===== src/rtl/rst_seq.sv =====
// -----------------------------------------------------------------------------
// rst_seq : parametrised board-level reset sequencer
//
// Waits for a debounced PLL lock. Holds every reset domain asserted for a fixed
// time, then releases the domains one by one with a fixed stagger. In the run
// state a software request or a PLL lock loss re-asserts all domains
// synchronously and starts the sequence again.
//
// Optional feature (compile-time macro RST_SEQ_WDT_EN):
//   Adds parameter WDT_CYCLES and a run-state watchdog. If no kick arrives in
//   time, the watchdog triggers a software-style reset and sets the sticky
//   wdt_fired flag. Without the macro, wdt_kick is ignored and wdt_fired is 0.
//
// Ports:
//   clk              in   system clock (PLL output)
//   rst_n            in   asynchronous active-low reset
//   pll_locked       in   raw PLL lock, asynchronous to clk
//   sw_rst_req       in   single-cycle software reset request (honoured in RUN)
//   clr_sticky       in   synchronous clear of lock_lost_sticky
//   wdt_kick         in   watchdog kick
//   rst_out_n        out  per-domain active-low resets, bit 0 released first
//   all_released     out  high only while every domain is released (RUN)
//   lock_lost_sticky out  set when an accepted lock is lost
//   wdt_fired        out  sticky watchdog-timeout flag
// -----------------------------------------------------------------------------
module rst_seq #(
   parameter int NUM_DOMAINS    = 3,
   parameter int LOCK_FILTER    = 4,
   parameter int HOLD_CYCLES    = 8,
   parameter int STAGGER_CYCLES = 4,
   parameter int SW_RST_CYCLES  = 16
`ifdef RST_SEQ_WDT_EN
   ,
   parameter int WDT_CYCLES     = 1024
`endif
) (
   input  logic                   clk,
   input  logic                   rst_n,
   input  logic                   pll_locked,
   input  logic                   sw_rst_req,
   input  logic                   clr_sticky,
   input  logic                   wdt_kick,
   output logic [NUM_DOMAINS-1:0] rst_out_n,
   output logic                   all_released,
   output logic                   lock_lost_sticky,
   output logic                   wdt_fired
);

   localparam int FILT_W = $clog2(LOCK_FILTER + 1);
   localparam int HOLD_W = $clog2(HOLD_CYCLES + 1);
   localparam int STG_W  = $clog2(STAGGER_CYCLES + 1);
   localparam int SW_W   = $clog2(SW_RST_CYCLES + 1);

   typedef enum logic [2:0] {
      S_WAIT_LOCK,
      S_HOLD,
      S_RELEASE,
      S_RUN,
      S_SW_RESET
   } state_t;

   state_t                 r_state, w_state_next;
   logic                   r_sync1, r_lock_s;
   logic [FILT_W-1:0]      r_filt, w_filt_next;
   logic [HOLD_W-1:0]      r_hold, w_hold_next;
   logic [STG_W-1:0]       r_stg, w_stg_next;
   logic [SW_W-1:0]        r_sw, w_sw_next;
   logic [NUM_DOMAINS-1:0] r_rst_out_n, w_rst_out_n_next;
   logic                   r_all_released, w_all_released_next;
   logic                   r_sticky, w_sticky_next;
   logic                   w_lock_loss;
   logic                   w_wdt_timeout;
   logic                   w_wdt_hit;

   // Lock is only "lost" once it has been accepted; glitches while filtering
   // just restart the filter.
   assign w_lock_loss = (r_state != S_WAIT_LOCK) && !r_lock_s;

   // -------------------------------------------------------------------------
   // Next-state and next-output logic
   // -------------------------------------------------------------------------
   always_comb begin
      w_state_next        = r_state;
      w_filt_next         = r_filt;
      w_hold_next         = '0;
      w_stg_next          = '0;
      w_sw_next           = '0;
      w_rst_out_n_next    = r_rst_out_n;
      w_all_released_next = r_all_released;
      w_sticky_next       = r_sticky & ~clr_sticky;
      w_wdt_hit           = 1'b0;

      if (w_lock_loss) begin
         // Lock loss outranks every other request; the set beats clr_sticky.
         w_state_next        = S_WAIT_LOCK;
         w_filt_next         = '0;
         w_rst_out_n_next    = '0;
         w_all_released_next = 1'b0;
         w_sticky_next       = 1'b1;
      end else begin
         case (r_state)
            S_WAIT_LOCK: begin
               w_rst_out_n_next    = '0;
               w_all_released_next = 1'b0;
               if (!r_lock_s) begin
                  w_filt_next = '0;
               end else if (r_filt >= FILT_W'(LOCK_FILTER - 1)) begin
                  w_filt_next  = '0;
                  w_state_next = S_HOLD;
               end else begin
                  w_filt_next = r_filt + 1'b1;
               end
            end

            S_HOLD: begin
               w_rst_out_n_next = '0;
               if (r_hold >= HOLD_W'(HOLD_CYCLES - 1)) begin
                  // Domain 0 is released on the edge that leaves HOLD; with a
                  // single domain this is also the last one.
                  w_rst_out_n_next = NUM_DOMAINS'(1);
                  if (w_rst_out_n_next[NUM_DOMAINS-1]) begin
                     w_state_next        = S_RUN;
                     w_all_released_next = 1'b1;
                  end else begin
                     w_state_next = S_RELEASE;
                  end
               end else begin
                  w_hold_next = r_hold + 1'b1;
               end
            end

            S_RELEASE: begin
               if (r_stg >= STG_W'(STAGGER_CYCLES - 1)) begin
                  // Released bits form a contiguous run from bit 0, so shifting
                  // in a 1 releases exactly the next domain.
                  w_rst_out_n_next = (r_rst_out_n << 1) | NUM_DOMAINS'(1);
                  if (w_rst_out_n_next[NUM_DOMAINS-1]) begin
                     w_state_next        = S_RUN;
                     w_all_released_next = 1'b1;
                  end
               end else begin
                  w_stg_next = r_stg + 1'b1;
               end
            end

            S_RUN: begin
               if (sw_rst_req || w_wdt_timeout) begin
                  w_state_next        = S_SW_RESET;
                  w_rst_out_n_next    = '0;
                  w_all_released_next = 1'b0;
                  // A watchdog timeout counts as fired only when it is the
                  // actual cause of the reset.
                  w_wdt_hit           = !sw_rst_req;
               end
            end

            S_SW_RESET: begin
               w_rst_out_n_next    = '0;
               w_all_released_next = 1'b0;
               if (r_sw >= SW_W'(SW_RST_CYCLES - 1)) begin
                  // Lock is still good here, so skip the filter.
                  w_state_next = S_HOLD;
               end else begin
                  w_sw_next = r_sw + 1'b1;
               end
            end

            default: begin
               w_state_next        = S_WAIT_LOCK;
               w_filt_next         = '0;
               w_rst_out_n_next    = '0;
               w_all_released_next = 1'b0;
            end
         endcase
      end
   end

   // -------------------------------------------------------------------------
   // State, counters, synchroniser and registered outputs
   // -------------------------------------------------------------------------
   always_ff @(posedge clk or negedge rst_n) begin
      if (!rst_n) begin
         r_sync1        <= 1'b0;
         r_lock_s       <= 1'b0;
         r_state        <= S_WAIT_LOCK;
         r_filt         <= '0;
         r_hold         <= '0;
         r_stg          <= '0;
         r_sw           <= '0;
         r_rst_out_n    <= '0;
         r_all_released <= 1'b0;
         r_sticky       <= 1'b0;
      end else begin
         r_sync1        <= pll_locked;
         r_lock_s       <= r_sync1;
         r_state        <= w_state_next;
         r_filt         <= w_filt_next;
         r_hold         <= w_hold_next;
         r_stg          <= w_stg_next;
         r_sw           <= w_sw_next;
         r_rst_out_n    <= w_rst_out_n_next;
         r_all_released <= w_all_released_next;
         r_sticky       <= w_sticky_next;
      end
   end

   assign rst_out_n        = r_rst_out_n;
   assign all_released     = r_all_released;
   assign lock_lost_sticky = r_sticky;

   // -------------------------------------------------------------------------
   // Optional run-state watchdog
   // -------------------------------------------------------------------------
`ifdef RST_SEQ_WDT_EN
   localparam int WDT_W = $clog2(WDT_CYCLES + 1);

   logic [WDT_W-1:0] r_wdt;
   logic             r_wdt_fired;

   assign w_wdt_timeout = (r_state == S_RUN) && !wdt_kick &&
                          (r_wdt >= WDT_W'(WDT_CYCLES - 1));

   always_ff @(posedge clk or negedge rst_n) begin
      if (!rst_n) begin
         r_wdt       <= '0;
         r_wdt_fired <= 1'b0;
      end else begin
         // Count only while staying in RUN; any exit or entry restarts at 0.
         if ((r_state == S_RUN) && (w_state_next == S_RUN)) begin
            if (wdt_kick) begin
               r_wdt <= '0;
            end else if (r_wdt < WDT_W'(WDT_CYCLES - 1)) begin
               r_wdt <= r_wdt + 1'b1;
            end
         end else begin
            r_wdt <= '0;
         end
         if (w_wdt_hit) begin
            r_wdt_fired <= 1'b1;
         end
      end
   end

   assign wdt_fired = r_wdt_fired;
`else
   logic w_unused_wdt;

   assign w_wdt_timeout = 1'b0;
   assign w_unused_wdt  = wdt_kick ^ w_wdt_hit;
   assign wdt_fired     = 1'b0;
`endif

endmodule


===== config.mk =====
export PLATFORM = sky130hd
export DESIGN_NAME = rst_seq
export DESIGN_NICKNAME = d
export VERILOG_FILES = /design/src/rtl/rst_seq.sv
export SDC_FILE = /design/constraint.sdc
export NUM_CORES = 1
export LEC_CHECK = 0
export CORE_ASPECT_RATIO = 1.4
export CORE_MARGIN = 2
export CORE_UTILIZATION = 25
export DETAILED_ROUTE_END_ITERATION = 6
export SLEW_MARGIN = 20
export SYNTH_ARGS = -nofsm -noshare
export SYNTH_HDL_FRONTEND = slang
export SYNTH_SLANG_ARGS = --single-unit

===== constraint.sdc =====
create_clock -name clk -period 5.8 [get_ports clk]
set_input_delay 1.74 -clock clk [delete_from_list [all_inputs] [get_ports clk]]
set_output_delay 1.74 -clock clk [all_outputs]
set_load 0.005 [all_outputs]

==> results of run 1 <==
how the worst max path moves through the flow:
| stage | from | endpoint | slack [ps] | cells past startpoint |
|---|---|---|---|---|
| 2_1_floorplan | sw_rst_req | r_state[0] | 3260 | 4 |
| 3_3_place_gp | sw_rst_req | r_state[0] | 2620 | 5 |
| 3_5_place_dp | sw_rst_req | r_state[0] | 2620 | 5 |
| 4_1_cts | rst_out_n[1] | rst_out_n[1] | 2820 | 1 |
| 5_1_grt | rst_out_n[1] | rst_out_n[1] | 2780 | 1 |
| 6_report | rst_out_n[1] | rst_out_n[1] | 2830 | 1 |
cells in the final DEF, fill, tap and decap left out:
cell	n
nand2b_1	2
nand4_4	1
and2_1	3
a211oi_1	1
mux2i_1	2
clkbuf_8	3
and3_1	3
nor2_2	1
o21ai_1	4
clkdlybuf4s50_1	9
nand3_1	5
a21o_1	1
nand3b_1	1
a41o_2	1
o21bai_4	1
nand2_1	7
a2bb2oi_1	1
nor3_1	3
o22ai_1	4
dfrtp_1	25
nor2b_4	1
nor2_1	15
nor2b_1	1
xor2_1	2
a211o_2	1
a2111oi_4	1
o21ai_0	1
nand4_1	1
clkbuf_1	1
nor3b_2	1
mux2_1	1
xnor2_1	1
ha_1	7
inv_1	9
conb_1	1
a21oi_1	7
or2_1	1
buf_4	1
cells by family (layout without fill, tap and decap cells):
family,Yosys count,after routing
AND/OR/NAND/NOR,46,46
XOR/XNOR,3,3
adder cells (fa/ha/maj),7,7
buffers and inverters,15,23
other,1,1
AO/OA/AOI/OAI,23,23
flip-flops,25,25
multiplexers,3,3
through the flow:
step / worst slack, ps / hold slack, ps / utilization, % / total power (uW)
final: 2830 / 355 / 29.9 / 509
after global routing: 2780 / 375 / 29.9 / 553
after CTS: 2820 / 361 / 29.9 / 517
after detailed placement: 2620 / 342 / 29.0 / 414
after global placement: 2620 / 336 / 29.0 / 412
after floorplan: 3260 / 331 / - / 386
where the power goes:
group	internal, uW	switching [uW]
Combinational	88.6	78.8
Sequential	199	40.6
Clock	49.1	52.8
cell type report:
type / count / area share, %
clock buffers: 4 / 3.08
inverters: 9 / 2.31
multi-input cells: 83 / 39.6
flip-flops and latches: 25 / 42.8
well taps: 64 / 5.48
repair buffers: 10 / 6.68
per-layer routing:
layer	GRT usage, %	vias up	routed length, um
li1	-	435	-
met1	10.1	386	960
met2	14.5	9	1010
met3	1.40	4	52
met4	5.80	0	51
met5	0	-	0
Yosys cell counts (2+ instances only):
cell type  count  share of area [%]
ha_1           7                6.8
a21oi_1        7                2.7
mux2i_1        2                1.6
nor2_1        15                4.4
buf_6          2                1.8
xor2_1         2                1.4
o21ai_1        4                1.6
and2_1         3                1.5
nand2_1        7                2.0
buf_2          3                1.2
nand2b_1       2               0.98
nand3_1        5                2.0
and3_1         3                1.5
o22ai_1        4                2.0
dfrtp_1       25                 49
inv_1          9                2.6
nor3_1         3                1.2
sequential cells by signal (all words and copies together) (netlist names):
| signal | count |
|---|---|
| lock_lost_sticky | 1 |
| r_lock_s | 1 |
| r_state | 3 |
| r_hold | 4 |
| r_filt | 3 |
| rst_out_n | 3 |
| r_stg | 3 |
| all_released | 1 |
| r_sync1 | 1 |
| r_sw | 5 |
==> reports/summary.txt, run 1 <==
Hold EP: r_lock_s
Clock latency on the worst-skew pair: 270 ps
#FFs+latches synth: 25
Initial antenna violation count: 0
H-tree depth: 1
Fin crit share: 51.2%
I/O pins: 12
Compound-Gate Fraction of Synth Area: 13.8%
Layout Nets: 145
Pwr dens: 349 mW/mm^2
Leakage: 0.000647 uW
Root Buffer: clkbuf_8
Ant. Diodes: 0
Die X: 64.5 um
Synthesized Nets: 136
# placed instances: 191
Die area: 0.00573 mm^2
Req. time, crit path: 4060 ps
Overall die height: 88.7 um
R2R cell count: 8
Final setup fails: 0
Crit path buffers/inverters: 1
Hold_sp: r_sync1
Clock transition at the registers of the reported paths: 90 ps
DR DRC count: 0
Rows: 30
Core footprint: 0.00488 mm^2
CTS tree: built
FMAX: 337 MHz
CTS resizes: 0
Post-synth ARST share: 100%
CP max stage cell: clkdlybuf4s50_1
DPL Wire Length: 1.52 mm
Total gr overflow: 0
GPL Wtd Cong: 0.735
First-pass GRT wire length: 3.78 mm
Critical R2R Capture: r_state[0]
Final Hold Vio Count: 0
CP peak stage delay: 530 ps
Mux cell area share after synthesis: 2.44%
Top Family by Delay on Critical Path: buffers and inverters
Count of input and output buffers: 9
Ys Warns: 0
RSZ-0062 raised after global routing: no
Cell area after synthesis: 0.00128 mm^2
Startpoint types: flop
Iter 0 DRT Violations: 14
Hold crit path type: flop to flop
CTS buffer count: 3
Setup CP Type: flop to output pin
Share of layout cells above drive strength 1: 9.16%
Post-Syn Instances: 123
CTS Sinks: 25
Starting Density: 26.3%
Antenna Nets Post-Route: 0
Multi-input logic area: 578 um^2
Placed Area: 0.00142 mm^2
Hold depth: 0
Filler instances: 541
Post-Layout Inst Area: 0.00146 mm^2
Crit Reg-Reg Startpoint: r_sw[0]
Sequential share of the synthesized area: 48.8%
Initial DRT Pass Iterations: 4
Main combinational cell family by area after synthesis: simple AND/OR/NAND/NOR gates
Largest net degree at the start of global routing: 26
Yosys cell types: 37
Avg WL per Cell: 10.7 um
Vias per inst: 4.28
Layout Cells excl Fill: 195
Post-synth EDFFs: 0
Max cap viols: 0
Hold_buf cts: 0
Postcts setup bufs: 0
VDD IR max: 173 uV
R2R setup slack: 3680 ps
Setup TNS: 0 ps
Status: completed
Clock Tree Buf Depth: 2
Simple-gate area share of the yosys netlist: 19.7%
Tmin final: 2970 ps
Crit path DAT: 1230 ps
Clock Skews: 6.24 ps
Reg area: 626 um^2
Max FO, Critical Path: 5
Via count: 834
Ys flop type: dfrtp_1
Synth Area in XOR/XNOR: 2.05%
Area growth from synthesis to layout: 13.9%
All-Layer GR Usage: 8.62%
Post-synthesis adder-cell area fraction: 6.83%
Critical-path cell list: clkdlybuf4s50_1
Routed WL: 2.08 mm
Avg Cell Area, Syn: 10.4 um^2
Max Slew Vio Count: 0
Vias in the first global route: 837
Critical Path End Type: output pin
Note: power is estimated with default switching activity, not from simulation.
==> run 2: changes to the inputs <==
==> constraint.sdc (replaced) <==
create_clock -name clk -period 2.4 [get_ports clk]
set_input_delay 0.72 -clock clk [delete_from_list [all_inputs] [get_ports clk]]
set_output_delay 0.72 -clock clk [all_outputs]
set_load 0.005 [all_outputs]
==> reports/summary.txt, run 2 (synthesis gave the netlist of run 1 again) <==
Area growth from synthesis to layout: 15.0%
First-pass GRT wire length: 4.07 mm
Commonest non-fill, non-tap cell in the layout: dfrtp_1
CTS Sinks: 25
Initial DRT Pass Iterations: 4
Routed WL: 2.21 mm
Overall die height: 88.7 um
DR DRC count: 0
Tot Pwr: 1240 uW
Flop pwr share: 46.6%
Switching Share: 33.9%
Crit Reg-Reg Startpoint: r_sw[0]
Reg area: 626 um^2
Hold crit path type: flop to flop
Post-Layout Inst Area: 0.00148 mm^2
I/O pins: 12
Filler instances: 525
Final Hold Vio Count: 0
Hold EP: r_lock_s
Startpoint types: flop
Setup CP Type: flop to flop
Crit path DAT: 2300 ps
Antenna Nets Post-Route: 0
Root Buffer: clkbuf_8
All-Layer GR Usage: 9.16%
Clock latency on the worst-skew pair: 260 ps
VDD IR max: 523 uV
Status: completed
Share of layout cells above drive strength 1: 10.5%
Hold depth: 0
CTS tree: built
Via count: 877
Final setup fails: 0
Die area: 0.00573 mm^2
Tmin final: 2150 ps
Clock power share: 19.8%
Count of input and output buffers: 9
Rows: 30
Power share of the combinational group: 33.7%
Hold_sp: r_sync1
CTS buffer count: 3
Clock Skews: 2.12 ps
Clock transition at the registers of the reported paths: 80 ps
Iter 0 DRT Violations: 12
Ant. Diodes: 0
H-tree depth: 1
Critical R2R Capture: r_state[0]
Clock Tree Buf Depth: 2
Hold_buf cts: 0
Initial antenna violation count: 0
Top reg by flops: r_sw
Setup TNS: 0 ps
Largest net degree at the start of global routing: 26
DPL Wire Length: 1.56 mm
Placed Area: 0.00143 mm^2
Multi-input logic area: 578 um^2
Pint: 819 uW
Most frequent cells in the layout: 25 x dfrtp_1, 15 x nor2_1, 9 x inv_1, 9 x clkdlybuf4s50_1
Biggest regs: r_sw x5, r_hold x4
Max Slew Vio Count: 0
R2R cell count: 8
Die X: 64.5 um
Layout Nets: 147
Max FO, Critical Path: 5
FMAX: 466 MHz
Starting Density: 26.3%
R2R setup slack: 250 ps
Postcts setup bufs: 0
Max reg flops: 5
RSZ-0062 raised after global routing: no
Fin crit share: 89.4%
Avg WL per Cell: 11.2 um
Leakage: 0.000656 uW
Req. time, crit path: 2550 ps
CTS resizes: 0
Vias in the first global route: 903
GPL Wtd Cong: 0.705
Critical Path End Type: flop
Vias per inst: 4.45
Core footprint: 0.00488 mm^2
Pwr dens: 841 mW/mm^2
Max cap viols: 0
Total gr overflow: 0
NetSw: 421 uW
## run 2: through the flow
stage / hold WS [ps] / setup WS, ps / utilization (%) / instances
final: 356 / 254 / 30.2 / 197
after global routing: 360 / 161 / 30.2 / 197
after CTS: 359 / 232 / 30.2 / 197
after detailed placement: 339 / 266 / 29.3 / 193
after global placement: 335 / 263 / 29.3 / 193
after floorplan: 331 / 438 / - / 123
## run 2: final cells by class
type	count	share of cell area, %
sequential	25	42.4
multi-input combinational	83	39.2
timing repair buffer	12	7.63
tap	64	5.43
clock buffer	4	3.05
inverter	9	2.29
## run 2: layer usage
layer  track usage [%]  up-vias  share of wire [%]  wire (um)
met2              16.1       10                 49       1080
li1                  -      438                  -          -
met4              5.03        0                2.3         50
met1              10.7      424                 46       1020
met5                 0        -                  0          0
met3              1.40        5                2.5         56
## run 2: critical path: stages, from the launching register on
cell and delay (ps):
dfrtp_1 420, ha_1 230, and3_1 190, ha_1 170, nor2_1 90, nand4_1 160
a41o_2 330, nand4_4 100, mux2_1 340
## run 2: worst max path at each step
stage	start	to	slack, ps	cells after the start
6_report	r_sw[0]	r_state[0]	250	8
5_1_grt	r_sw[0]	r_state[0]	160	8
4_1_cts	r_sw[0]	r_state[0]	230	8
3_5_place_dp	r_sw[0]	r_state[0]	270	8
3_3_place_gp	r_sw[0]	r_state[0]	260	8
2_1_floorplan	r_sw[0]	r_state[0]	440	8
## run 2: power groups by stage
stage / clock network (uW) / registers, uW / logic, uW
6_report: 245 / 577 / 418
5_1_grt: 271 / 595 / 476
4_1_cts: 255 / 577 / 429
3_5_place_dp: 0 / 586 / 420
3_3_place_gp: 0 / 585 / 414
2_1_floorplan: 0 / 532 / 400
